File: config.mk
export PLATFORM = sky130hd
export DESIGN_NAME = combat_arbiter_flat
export DESIGN_NICKNAME = d
export VERILOG_FILES = /design/src/rtl/combat_arbiter_if.sv /design/src/rtl/combat_arbiter.sv /design/src/flat_wrapper.sv
export SDC_FILE = /design/constraint.sdc
export NUM_CORES = 1
export LEC_CHECK = 0
export ABC_AREA = 1
export CORE_MARGIN = 2
export CORE_UTILIZATION = 40
export DETAILED_ROUTE_END_ITERATION = 6
export GPL_TIMING_DRIVEN = 1
export HOLD_SLACK_MARGIN = 0.12
export PLACE_DENSITY = 0.71
export SYNTH_ARGS = -nofsm -noshare
export SYNTH_HDL_FRONTEND = slang
export SYNTH_SLANG_ARGS = --single-unit
File: constraint.sdc
create_clock -name clk -period 2.01 [get_ports clk]
set_input_delay 0.201 -clock clk [delete_from_list [all_inputs] [get_ports clk]]
set_output_delay 0.201 -clock clk [all_outputs]
set_load 0.03 [all_outputs]
File: src/rtl/combat_arbiter_if.sv
// rtl/combat_arbiter_if.sv - frame, player and result signals between game logic and combat_arbiter
interface combat_arbiter_if #(
    parameter int STATE_DEPTH  = 3,
    parameter int HEALTH_DEPTH = 4
);
    logic                    i_frame_tick;
    logic                    i_new_round;
    logic [STATE_DEPTH-1:0]  i_p1_state;
    logic [STATE_DEPTH-1:0]  i_p2_state;
    logic                    i_p1_connects;
    logic                    i_p2_connects;
    logic [HEALTH_DEPTH-1:0] o_p1_health;
    logic [HEALTH_DEPTH-1:0] o_p2_health;
    logic                    o_p1_hit;
    logic                    o_p2_hit;
    logic                    o_clash;
    logic                    o_p1_stunned;
    logic                    o_p2_stunned;
    logic                    o_round_over;
    logic [1:0]              o_winner;

    modport master (
        output i_frame_tick, i_new_round, i_p1_state, i_p2_state, i_p1_connects, i_p2_connects,
        input  o_p1_health, o_p2_health, o_p1_hit, o_p2_hit, o_clash,
               o_p1_stunned, o_p2_stunned, o_round_over, o_winner
    );

    modport slave (
        input  i_frame_tick, i_new_round, i_p1_state, i_p2_state, i_p1_connects, i_p2_connects,
        output o_p1_health, o_p2_health, o_p1_hit, o_p2_hit, o_clash,
               o_p1_stunned, o_p2_stunned, o_round_over, o_winner
    );
endinterface

File: src/rtl/combat_arbiter.sv
// rtl/combat_arbiter.sv - per-frame hit arbitration: clash/hit/ignore, damage, hitstun, KO
module combat_arbiter #(
    parameter int                     STATE_DEPTH    = 3,
    parameter logic [STATE_DEPTH-1:0] KICK           = 3'd3,
    parameter logic [STATE_DEPTH-1:0] GRAB           = 3'd4,
    parameter int                     HEALTH_DEPTH   = 4,
    parameter int                     HEALTH_MAX     = 10,
    parameter int                     KICK_DAMAGE    = 2,
    parameter int                     GRAB_DAMAGE    = 3,
    parameter int                     HITSTUN_FRAMES = 12,
    parameter int                     SAMPLE_DELAY   = 3
) (
    input logic             clk,
    input logic             reset,
    combat_arbiter_if.slave bus
);
    localparam logic [HEALTH_DEPTH-1:0] HMAX      = HEALTH_DEPTH'(HEALTH_MAX);
    localparam logic [HEALTH_DEPTH-1:0] KDMG      = HEALTH_DEPTH'(KICK_DAMAGE);
    localparam logic [HEALTH_DEPTH-1:0] GDMG      = HEALTH_DEPTH'(GRAB_DAMAGE);
    localparam logic [7:0]              STUN_LOAD = 8'(HITSTUN_FRAMES);
    localparam logic [7:0]              CNT_LOAD  = 8'(SAMPLE_DELAY - 1);

    typedef enum logic [1:0] {S_IDLE, S_WAIT, S_RESOLVE, S_KO} state_t;

    state_t                  r_state;
    state_t                  w_state_nxt;
    logic [7:0]              r_cnt;
    logic [HEALTH_DEPTH-1:0] r_p1_health;
    logic [HEALTH_DEPTH-1:0] r_p2_health;
    logic [7:0]              r_p1_stun;
    logic [7:0]              r_p2_stun;
    logic                    r_p1_spent;
    logic                    r_p2_spent;
    logic                    r_p1_hit;
    logic                    r_p2_hit;
    logic                    r_clash;
    logic                    r_round_over;
    logic [1:0]              r_winner;

    logic                    w_resolve;
    logic                    w_running;
    logic                    w_p1_atk;
    logic                    w_p2_atk;
    logic                    w_p1_elig;
    logic                    w_p2_elig;
    logic [HEALTH_DEPTH-1:0] w_p1_dmg;
    logic [HEALTH_DEPTH-1:0] w_p2_dmg;
    logic                    w_p1_hit_now;
    logic                    w_p2_hit_now;
    logic                    w_clash_now;
    logic [HEALTH_DEPTH-1:0] w_p1_health_nxt;
    logic [HEALTH_DEPTH-1:0] w_p2_health_nxt;
    logic                    w_ko_nxt;

    function automatic logic [HEALTH_DEPTH-1:0] sat_sub(input logic [HEALTH_DEPTH-1:0] a,
                                                        input logic [HEALTH_DEPTH-1:0] b);
        return (a < b) ? '0 : a - b;
    endfunction

    assign w_p1_atk  = (bus.i_p1_state == KICK) || (bus.i_p1_state == GRAB);
    assign w_p2_atk  = (bus.i_p2_state == KICK) || (bus.i_p2_state == GRAB);
    assign w_p1_elig = bus.i_p1_connects && w_p1_atk && (r_p1_stun == 8'd0) && !r_p1_spent;
    assign w_p2_elig = bus.i_p2_connects && w_p2_atk && (r_p2_stun == 8'd0) && !r_p2_spent;
    assign w_p1_dmg  = (bus.i_p1_state == KICK) ? KDMG : GDMG;
    assign w_p2_dmg  = (bus.i_p2_state == KICK) ? KDMG : GDMG;

    // pN_hit_now means player N is the one taking the hit
    assign w_clash_now  = w_resolve && w_p1_elig && w_p2_elig;
    assign w_p2_hit_now = w_resolve && w_p1_elig && !w_p2_elig;
    assign w_p1_hit_now = w_resolve && w_p2_elig && !w_p1_elig;

    assign w_p1_health_nxt = w_p1_hit_now ? sat_sub(r_p1_health, w_p2_dmg) : r_p1_health;
    assign w_p2_health_nxt = w_p2_hit_now ? sat_sub(r_p2_health, w_p1_dmg) : r_p2_health;
    assign w_ko_nxt        = (w_p1_health_nxt == '0) || (w_p2_health_nxt == '0);

    always_ff @(posedge clk or negedge reset) begin
        if (!reset) begin
            r_state <= S_IDLE;
        end else if (bus.i_new_round) begin
            r_state <= S_IDLE;
        end else begin
            r_state <= w_state_nxt;
        end
    end

    always_comb begin
        w_state_nxt = r_state;
        case (r_state)
            S_IDLE:    if (bus.i_frame_tick) w_state_nxt = S_WAIT;
            S_WAIT:    if (r_cnt == 8'd0) w_state_nxt = S_RESOLVE;
            S_RESOLVE: w_state_nxt = w_ko_nxt ? S_KO : S_IDLE;
            S_KO:      w_state_nxt = S_KO;
            default:   w_state_nxt = S_IDLE;
        endcase
    end

    always_comb begin
        w_resolve = 1'b0;
        w_running = 1'b1;
        case (r_state)
            S_RESOLVE: w_resolve = 1'b1;
            S_KO:      w_running = 1'b0;
            default:   ;
        endcase
    end

    always_ff @(posedge clk or negedge reset) begin
        if (!reset) begin
            r_cnt <= 8'd0;
        end else if (bus.i_new_round) begin
            r_cnt <= 8'd0;
        end else if (r_state == S_IDLE && bus.i_frame_tick) begin
            r_cnt <= CNT_LOAD;
        end else if (r_state == S_WAIT && r_cnt != 8'd0) begin
            r_cnt <= r_cnt - 8'd1;
        end
    end

    always_ff @(posedge clk or negedge reset) begin
        if (!reset) begin
            r_p1_health  <= HMAX;
            r_p2_health  <= HMAX;
            r_p1_hit     <= 1'b0;
            r_p2_hit     <= 1'b0;
            r_clash      <= 1'b0;
            r_round_over <= 1'b0;
            r_winner     <= 2'b00;
        end else if (bus.i_new_round) begin
            r_p1_health  <= HMAX;
            r_p2_health  <= HMAX;
            r_p1_hit     <= 1'b0;
            r_p2_hit     <= 1'b0;
            r_clash      <= 1'b0;
            r_round_over <= 1'b0;
            r_winner     <= 2'b00;
        end else begin
            r_p1_health <= w_p1_health_nxt;
            r_p2_health <= w_p2_health_nxt;
            r_p1_hit    <= w_p1_hit_now;
            r_p2_hit    <= w_p2_hit_now;
            r_clash     <= w_clash_now;
            if (w_resolve && w_ko_nxt) begin
                r_round_over <= 1'b1;
                r_winner     <= (w_p2_health_nxt == '0) ? 2'b01 : 2'b10;
            end
        end
    end

    // A hit load in RESOLVE takes priority over a coincident tick decrement
    always_ff @(posedge clk or negedge reset) begin
        if (!reset) begin
            r_p1_stun <= 8'd0;
            r_p2_stun <= 8'd0;
        end else if (bus.i_new_round) begin
            r_p1_stun <= 8'd0;
            r_p2_stun <= 8'd0;
        end else begin
            if (w_p1_hit_now) begin
                r_p1_stun <= STUN_LOAD;
            end else if (w_running && bus.i_frame_tick && r_p1_stun != 8'd0) begin
                r_p1_stun <= r_p1_stun - 8'd1;
            end
            if (w_p2_hit_now) begin
                r_p2_stun <= STUN_LOAD;
            end else if (w_running && bus.i_frame_tick && r_p2_stun != 8'd0) begin
                r_p2_stun <= r_p2_stun - 8'd1;
            end
        end
    end

    always_ff @(posedge clk or negedge reset) begin
        if (!reset) begin
            r_p1_spent <= 1'b0;
            r_p2_spent <= 1'b0;
        end else if (bus.i_new_round) begin
            r_p1_spent <= 1'b0;
            r_p2_spent <= 1'b0;
        end else if (w_resolve) begin
            if (w_p1_elig)     r_p1_spent <= 1'b1;
            else if (!w_p1_atk) r_p1_spent <= 1'b0;
            if (w_p2_elig)     r_p2_spent <= 1'b1;
            else if (!w_p2_atk) r_p2_spent <= 1'b0;
        end
    end

    assign bus.o_p1_health  = r_p1_health;
    assign bus.o_p2_health  = r_p2_health;
    assign bus.o_p1_hit     = r_p1_hit;
    assign bus.o_p2_hit     = r_p2_hit;
    assign bus.o_clash      = r_clash;
    assign bus.o_p1_stunned = (r_p1_stun != 8'd0);
    assign bus.o_p2_stunned = (r_p2_stun != 8'd0);
    assign bus.o_round_over = r_round_over;
    assign bus.o_winner     = r_winner;
endmodule
File: src/flat_wrapper.sv
// flat-port wrapper written by rule: the top's interface ports become plain ports
module combat_arbiter_flat 
#(
    parameter int                     STATE_DEPTH    = 3,
    parameter logic [STATE_DEPTH-1:0] KICK           = 3'd3,
    parameter logic [STATE_DEPTH-1:0] GRAB           = 3'd4,
    parameter int                     HEALTH_DEPTH   = 4,
    parameter int                     HEALTH_MAX     = 10,
    parameter int                     KICK_DAMAGE    = 2,
    parameter int                     GRAB_DAMAGE    = 3,
    parameter int                     HITSTUN_FRAMES = 12,
    parameter int                     SAMPLE_DELAY   = 3
)
  (clk, reset, bus_i_frame_tick, bus_i_new_round, bus_i_p1_state, bus_i_p2_state, bus_i_p1_connects, bus_i_p2_connects, bus_o_p1_health, bus_o_p2_health, bus_o_p1_hit, bus_o_p2_hit, bus_o_clash, bus_o_p1_stunned, bus_o_p2_stunned, bus_o_round_over, bus_o_winner);
  combat_arbiter_if #(.STATE_DEPTH(STATE_DEPTH), .HEALTH_DEPTH(HEALTH_DEPTH)) bus_i ();
  input logic clk;
  input logic reset;
  input wire logic [$bits(bus_i.i_frame_tick)-1:0] bus_i_frame_tick;
  input wire logic [$bits(bus_i.i_new_round)-1:0] bus_i_new_round;
  input wire logic [$bits(bus_i.i_p1_state)-1:0] bus_i_p1_state;
  input wire logic [$bits(bus_i.i_p2_state)-1:0] bus_i_p2_state;
  input wire logic [$bits(bus_i.i_p1_connects)-1:0] bus_i_p1_connects;
  input wire logic [$bits(bus_i.i_p2_connects)-1:0] bus_i_p2_connects;
  output wire logic [$bits(bus_i.o_p1_health)-1:0] bus_o_p1_health;
  output wire logic [$bits(bus_i.o_p2_health)-1:0] bus_o_p2_health;
  output wire logic [$bits(bus_i.o_p1_hit)-1:0] bus_o_p1_hit;
  output wire logic [$bits(bus_i.o_p2_hit)-1:0] bus_o_p2_hit;
  output wire logic [$bits(bus_i.o_clash)-1:0] bus_o_clash;
  output wire logic [$bits(bus_i.o_p1_stunned)-1:0] bus_o_p1_stunned;
  output wire logic [$bits(bus_i.o_p2_stunned)-1:0] bus_o_p2_stunned;
  output wire logic [$bits(bus_i.o_round_over)-1:0] bus_o_round_over;
  output wire logic [$bits(bus_i.o_winner)-1:0] bus_o_winner;
  assign bus_i.i_frame_tick = bus_i_frame_tick;
  assign bus_i.i_new_round = bus_i_new_round;
  assign bus_i.i_p1_state = bus_i_p1_state;
  assign bus_i.i_p2_state = bus_i_p2_state;
  assign bus_i.i_p1_connects = bus_i_p1_connects;
  assign bus_i.i_p2_connects = bus_i_p2_connects;
  assign bus_o_p1_health = bus_i.o_p1_health;
  assign bus_o_p2_health = bus_i.o_p2_health;
  assign bus_o_p1_hit = bus_i.o_p1_hit;
  assign bus_o_p2_hit = bus_i.o_p2_hit;
  assign bus_o_clash = bus_i.o_clash;
  assign bus_o_p1_stunned = bus_i.o_p1_stunned;
  assign bus_o_p2_stunned = bus_i.o_p2_stunned;
  assign bus_o_round_over = bus_i.o_round_over;
  assign bus_o_winner = bus_i.o_winner;
  combat_arbiter #(.STATE_DEPTH(STATE_DEPTH), .KICK(KICK), .GRAB(GRAB), .HEALTH_DEPTH(HEALTH_DEPTH), .HEALTH_MAX(HEALTH_MAX), .KICK_DAMAGE(KICK_DAMAGE), .GRAB_DAMAGE(GRAB_DAMAGE), .HITSTUN_FRAMES(HITSTUN_FRAMES), .SAMPLE_DELAY(SAMPLE_DELAY)) u_core (.clk(clk), .reset(reset), .bus(bus_i));
endmodule
==> flow_summary.rst <==
.. list-table::
   :header-rows: 1

   * - Metric
     - Value
   * - Wire length of the first global-routing pass
     - 10600 microns
   * - Part of the power in the clock network
     - 16.6%
   * - Final Hold Viols
     - 0
   * - Post-Synthesis Net Count
     - 365
   * - Via count normalized by instance count
     - 5.01
   * - Share of async-settable or async-resettable flops after synthesis
     - 100%
   * - Longest individual stage delay on the worst path
     - 420 ps
   * - Antenna diode count
     - 0
   * - Synth unique cells
     - 32
   * - Number of enable flip-flop cells after synthesis
     - 0
   * - Data required time at the worst endpoint
     - 2200 ps
   * - Final cycle utilization of the critical path
     - 99.8%
   * - Final Cell Area
     - 3610 sq um
   * - Initial cell density of the core
     - 40.8%
   * - Pin slew with the least headroom to its limit
     - 539 ps
   * - Critical path buffers and inverters
     - 3
   * - Total of endpoints with negative setup slack in the final report
     - 0
   * - Die area
     - 7050 sq um
   * - Critical-path cell list
     - inv_2 > ha_4 > inv_2 > ha_2 > nor2_1 > inv_1 > nor2_2 > nor2_1 > nand3_1 > nand2_1 > nor2_2 > nand2_2 > nand2_2 > nand2_4 > nand3_2 > nand2_1
   * - Routed WL per cell
     - 13.1 microns
   * - Number of buffers on the longest clock path
     - 2
   * - Internal Pwr Total
     - 2.28 mW
   * - Worst IR Drop VDD
     - 896 uV
   * - Share of power burned in combinational logic
     - 52.9%
   * - Number of nets with antenna violations after detailed routing
     - 0
   * - NetSw
     - 1.66 mW
   * - Worst reg-to-reg path cell count
     - 16
   * - Yosys warning count
     - 0
   * - Max Clock Skew
     - 6.33 ps
   * - Slew HR
     - 64.0%
   * - Most common library cells after synthesis
     - 65 x inv_1, 56 x nor2_1, 51 x nand2_1
   * - Post-synthesis cell count
     - 343
   * - Latest clock arrival within the worst-skew pair
     - 290 ps
   * - Congestion Overflow GR
     - 0
   * - RSZ-0062 raised after global routing
     - yes
   * - Port Buffers
     - 27
   * - Top cells by area, synth
     - dfrtp_1 37%, inv_1 9.5%, nor2_1 8.2%
   * - Final critical path time including I/O delays and setup
     - 2010 ps
   * - Gr usage total
     - 18.1%
   * - Slew Limit Fails
     - 0
   * - Part of the total power dissipated in sequential elements
     - 30.6%
   * - Antenna violations before repair
     - 0
   * - Post-DP HPWL
     - 4370 microns
   * - Critical path launch point type
     - register
   * - Vertical die dimension
     - 84.0 microns
   * - Final weighted congestion of routability-driven global placement
     - 0.858
   * - Number of placement rows
     - 29
   * - Switching share of total power
     - 42.1%
   * - Most frequent cell after synthesis
     - inv_1
   * - Clock edge transition at the registers on the reported setup and hold paths
     - 80 ps
   * - Post-synth top area share
     - 37.2%
   * - Post-DP Area
     - 3140 sq um
   * - Hold WC Path Type
     - input pin to async pin
   * - Core Footprint
     - 6280 sq um
   * - Number of detailed-routing iterations run before antenna repair
     - 4
   * - Part of the Yosys area used for sequential elements
     - 41.3%
   * - Count of pins on the block boundary
     - 28
   * - Number of global-route vias before repair
     - 2428
   * - Power Total
     - 3.94 mW
   * - FMAX
     - 0.499 GHz
   * - Nature of the critical path endpoint
     - register
   * - Count of H-tree levels built during CTS
     - 2
   * - Arrival time of data at the critical path endpoint
     - 2190 ps
   * - Clock tree from TritonCTS
     - yes
   * - Maximum number of pins on one net before global-route repair
     - 43
   * - Number of nets at the end of the flow
     - 448
   * - Stages on the worst setup path
     - 16
   * - Classification of the worst setup path
     - register to register
   * - Drt initial violations
     - 147
   * - Top cell type by total area after synthesis
     - dfrtp_1
   * - Top delay family on crit path
     - simple AND/OR/NAND/NOR gates
   * - Post-synthesis instance area
     - 2560 sq um
   * - CTS Root Buffer Type
     - clkbuf_8
   * - Number of CTS-inserted buffers
     - 5
   * - Post-Route WL
     - 6630 microns
   * - Layout cells sized above 1
     - 25.8%
   * - Synthesized flop and latch total
     - 42
   * - Drc violations
     - 0
   * - Post-synthesis area per instance
     - 7.46 sq um
   * - Pwr dens
     - 1090 nW/um^2
   * - Crit path max fanout
     - 4
   * - Maximum Capacitance Violations
     - 0
   * - Via total after detailed routing
     - 2527
   * - Run status
     - completed
   * - Sinks on the clock net
     - 42
   * - Library cell contributing the largest single delay on the critical path
     - dfrtp_1
   * - Accumulated negative setup slack
     - 0 ps
   * - Area growth from synthesis to layout
     - 41.1%
   * - Leakage
     - 1.83 nW
   * - Synth Flop Type
     - dfrtp_1
   * - Die span in x
     - 84.0 microns
-- worst reg2reg max path, stage by stage (launching register included) --
cell and delay, ps:
dfrtp_1 420, inv_2 90, ha_4 120, inv_2 40, ha_2 170, nor2_1 110, inv_1 70, nor2_2 130
nor2_1 50, nand3_1 110, nand2_1 100, nor2_2 140, nand2_2 100, nand2_2 110, nand2_4 60, nand3_2 60
nand2_1 50
-- kinds of logic (layout without fill, tap and decap cells) --
logic type | Yosys count | after routing | share of synthesized area [%]
simple gates | 174 | 174 | 32.1
fa+ha+maj | 10 | 10 | 4.89
compound gates | 42 | 42 | 9.34
buf+inv | 68 | 152 | 10.0
flops | 42 | 42 | 41.3
xor+xnor | 7 | 7 | 2.40
-- path summary, 6_finish.rpt --
path	from	to	slack (ps)
max	u_core.bus.o_p2_health[0]	u_core.bus.o_winner[1]	5
max in group asynchronous	reset	u_core.bus.o_p2_health[3]	1120
max reg2reg	u_core.bus.o_p2_health[0]	u_core.bus.o_winner[1]	5
min reg2reg	u_core.bus.o_winner[0]	u_core.bus.o_winner[0]	530
min	reset	u_core.r_p1_stun[0]	500
min in group clk	bus_i_p1_state[1]	u_core.r_p1_spent	500
-- registers in the layout, indices dropped and copies added, names as in the netlist --
name                     flops
u_core.r_p1_spent            1
u_core.bus.o_winner          2
u_core.r_p2_stun             8
u_core.bus.o_round_over      1
u_core.bus.o_p2_health       4
u_core.bus.o_p1_hit          1
u_core.r_p1_stun             8
u_core.bus.o_p1_health       4
u_core.r_cnt                 8
u_core.bus.o_p2_hit          1
u_core.r_p2_spent            1
u_core.r_state               2
u_core.bus.o_clash           1
-- area by class of cell --
cell class | instances | area [sq um]
clock inverter | 1 | 30.0
tap | 77 | 96.3
clock buffer | 7 | 76.3
timing repair buffer | 78 | 663
inverter | 66 | 248
fill | 551 | 2670
sequential | 42 | 1060
multi-input combinational | 233 | 1440
-- per-stage QoR --
step	utilization, %	hold slack, ps	cells	setup WS [ps]
finish	57.5	499	504	4.82
global route	57.5	557	504	-103
CTS	53.6	528	496	0.814
detailed placement	50.0	307	475	-319
global placement	50.0	307	475	-224
floorplan	-	-94.6	343	101
-- cell usage in the layout (no fill, tap or decap), types with 3 or more instances in the layout --
| master | Yosys | layout |
|---|---|---|
| ha_4 | 0 | 4 |
| clkbuf_8 | 0 | 5 |
| dfrtp_1 | 38 | 38 |
| ha_1 | 10 | 5 |
| nand3_4 | 1 | 4 |
| nor2_1 | 56 | 52 |
| clkdlybuf4s50_1 | 0 | 21 |
| o21ai_0 | 11 | 11 |
| dlymetal6s2s_1 | 0 | 3 |
| nor2_4 | 1 | 4 |
| inv_2 | 0 | 7 |
| nand2_1 | 51 | 43 |
| a21oi_1 | 18 | 18 |
| nand2_2 | 4 | 8 |
| nand3_2 | 0 | 7 |
| dfstp_2 | 4 | 4 |
| buf_4 | 0 | 48 |
| nor3_1 | 5 | 4 |
| nand2_4 | 0 | 4 |
| o22ai_1 | 3 | 3 |
| inv_1 | 65 | 58 |
| a31oi_1 | 3 | 3 |
| nand3b_1 | 3 | 3 |
| nand4_1 | 9 | 9 |
| nor2_2 | 4 | 5 |
| xor2_1 | 7 | 7 |
| nand3_1 | 35 | 25 |
-- what timing repair did --
action,in CTS,in global routing
hold endpoints to repair,38,0
resized for setup,10,46
buffers inserted,12,9
setup endpoints to repair,13,15
hold buffers,1,0
pin swaps,10,24
-- layer usage --
layer	track usage, %	wire length, microns	up-vias
li1	-	-	1271
met4	3.96	55	0
met3	3.07	208	6
met2	32.1	3520	56
met1	23.2	2840	1194
met5	0	0	-
-- power by group through the flow --
| stage | logic (mW) | clock network, mW | registers [mW] |
|---|---|---|---|
| CTS | 1.86 | 0.668 | 1.20 |
| global route | 2.32 | 0.711 | 1.24 |
| global placement | 1.78 | 0 | 1.20 |
| floorplan | 1.28 | 0 | 1.18 |
| detailed placement | 1.82 | 0 | 1.21 |
| finish | 2.08 | 0.654 | 1.20 |
(Power assumes the default switching activity.)
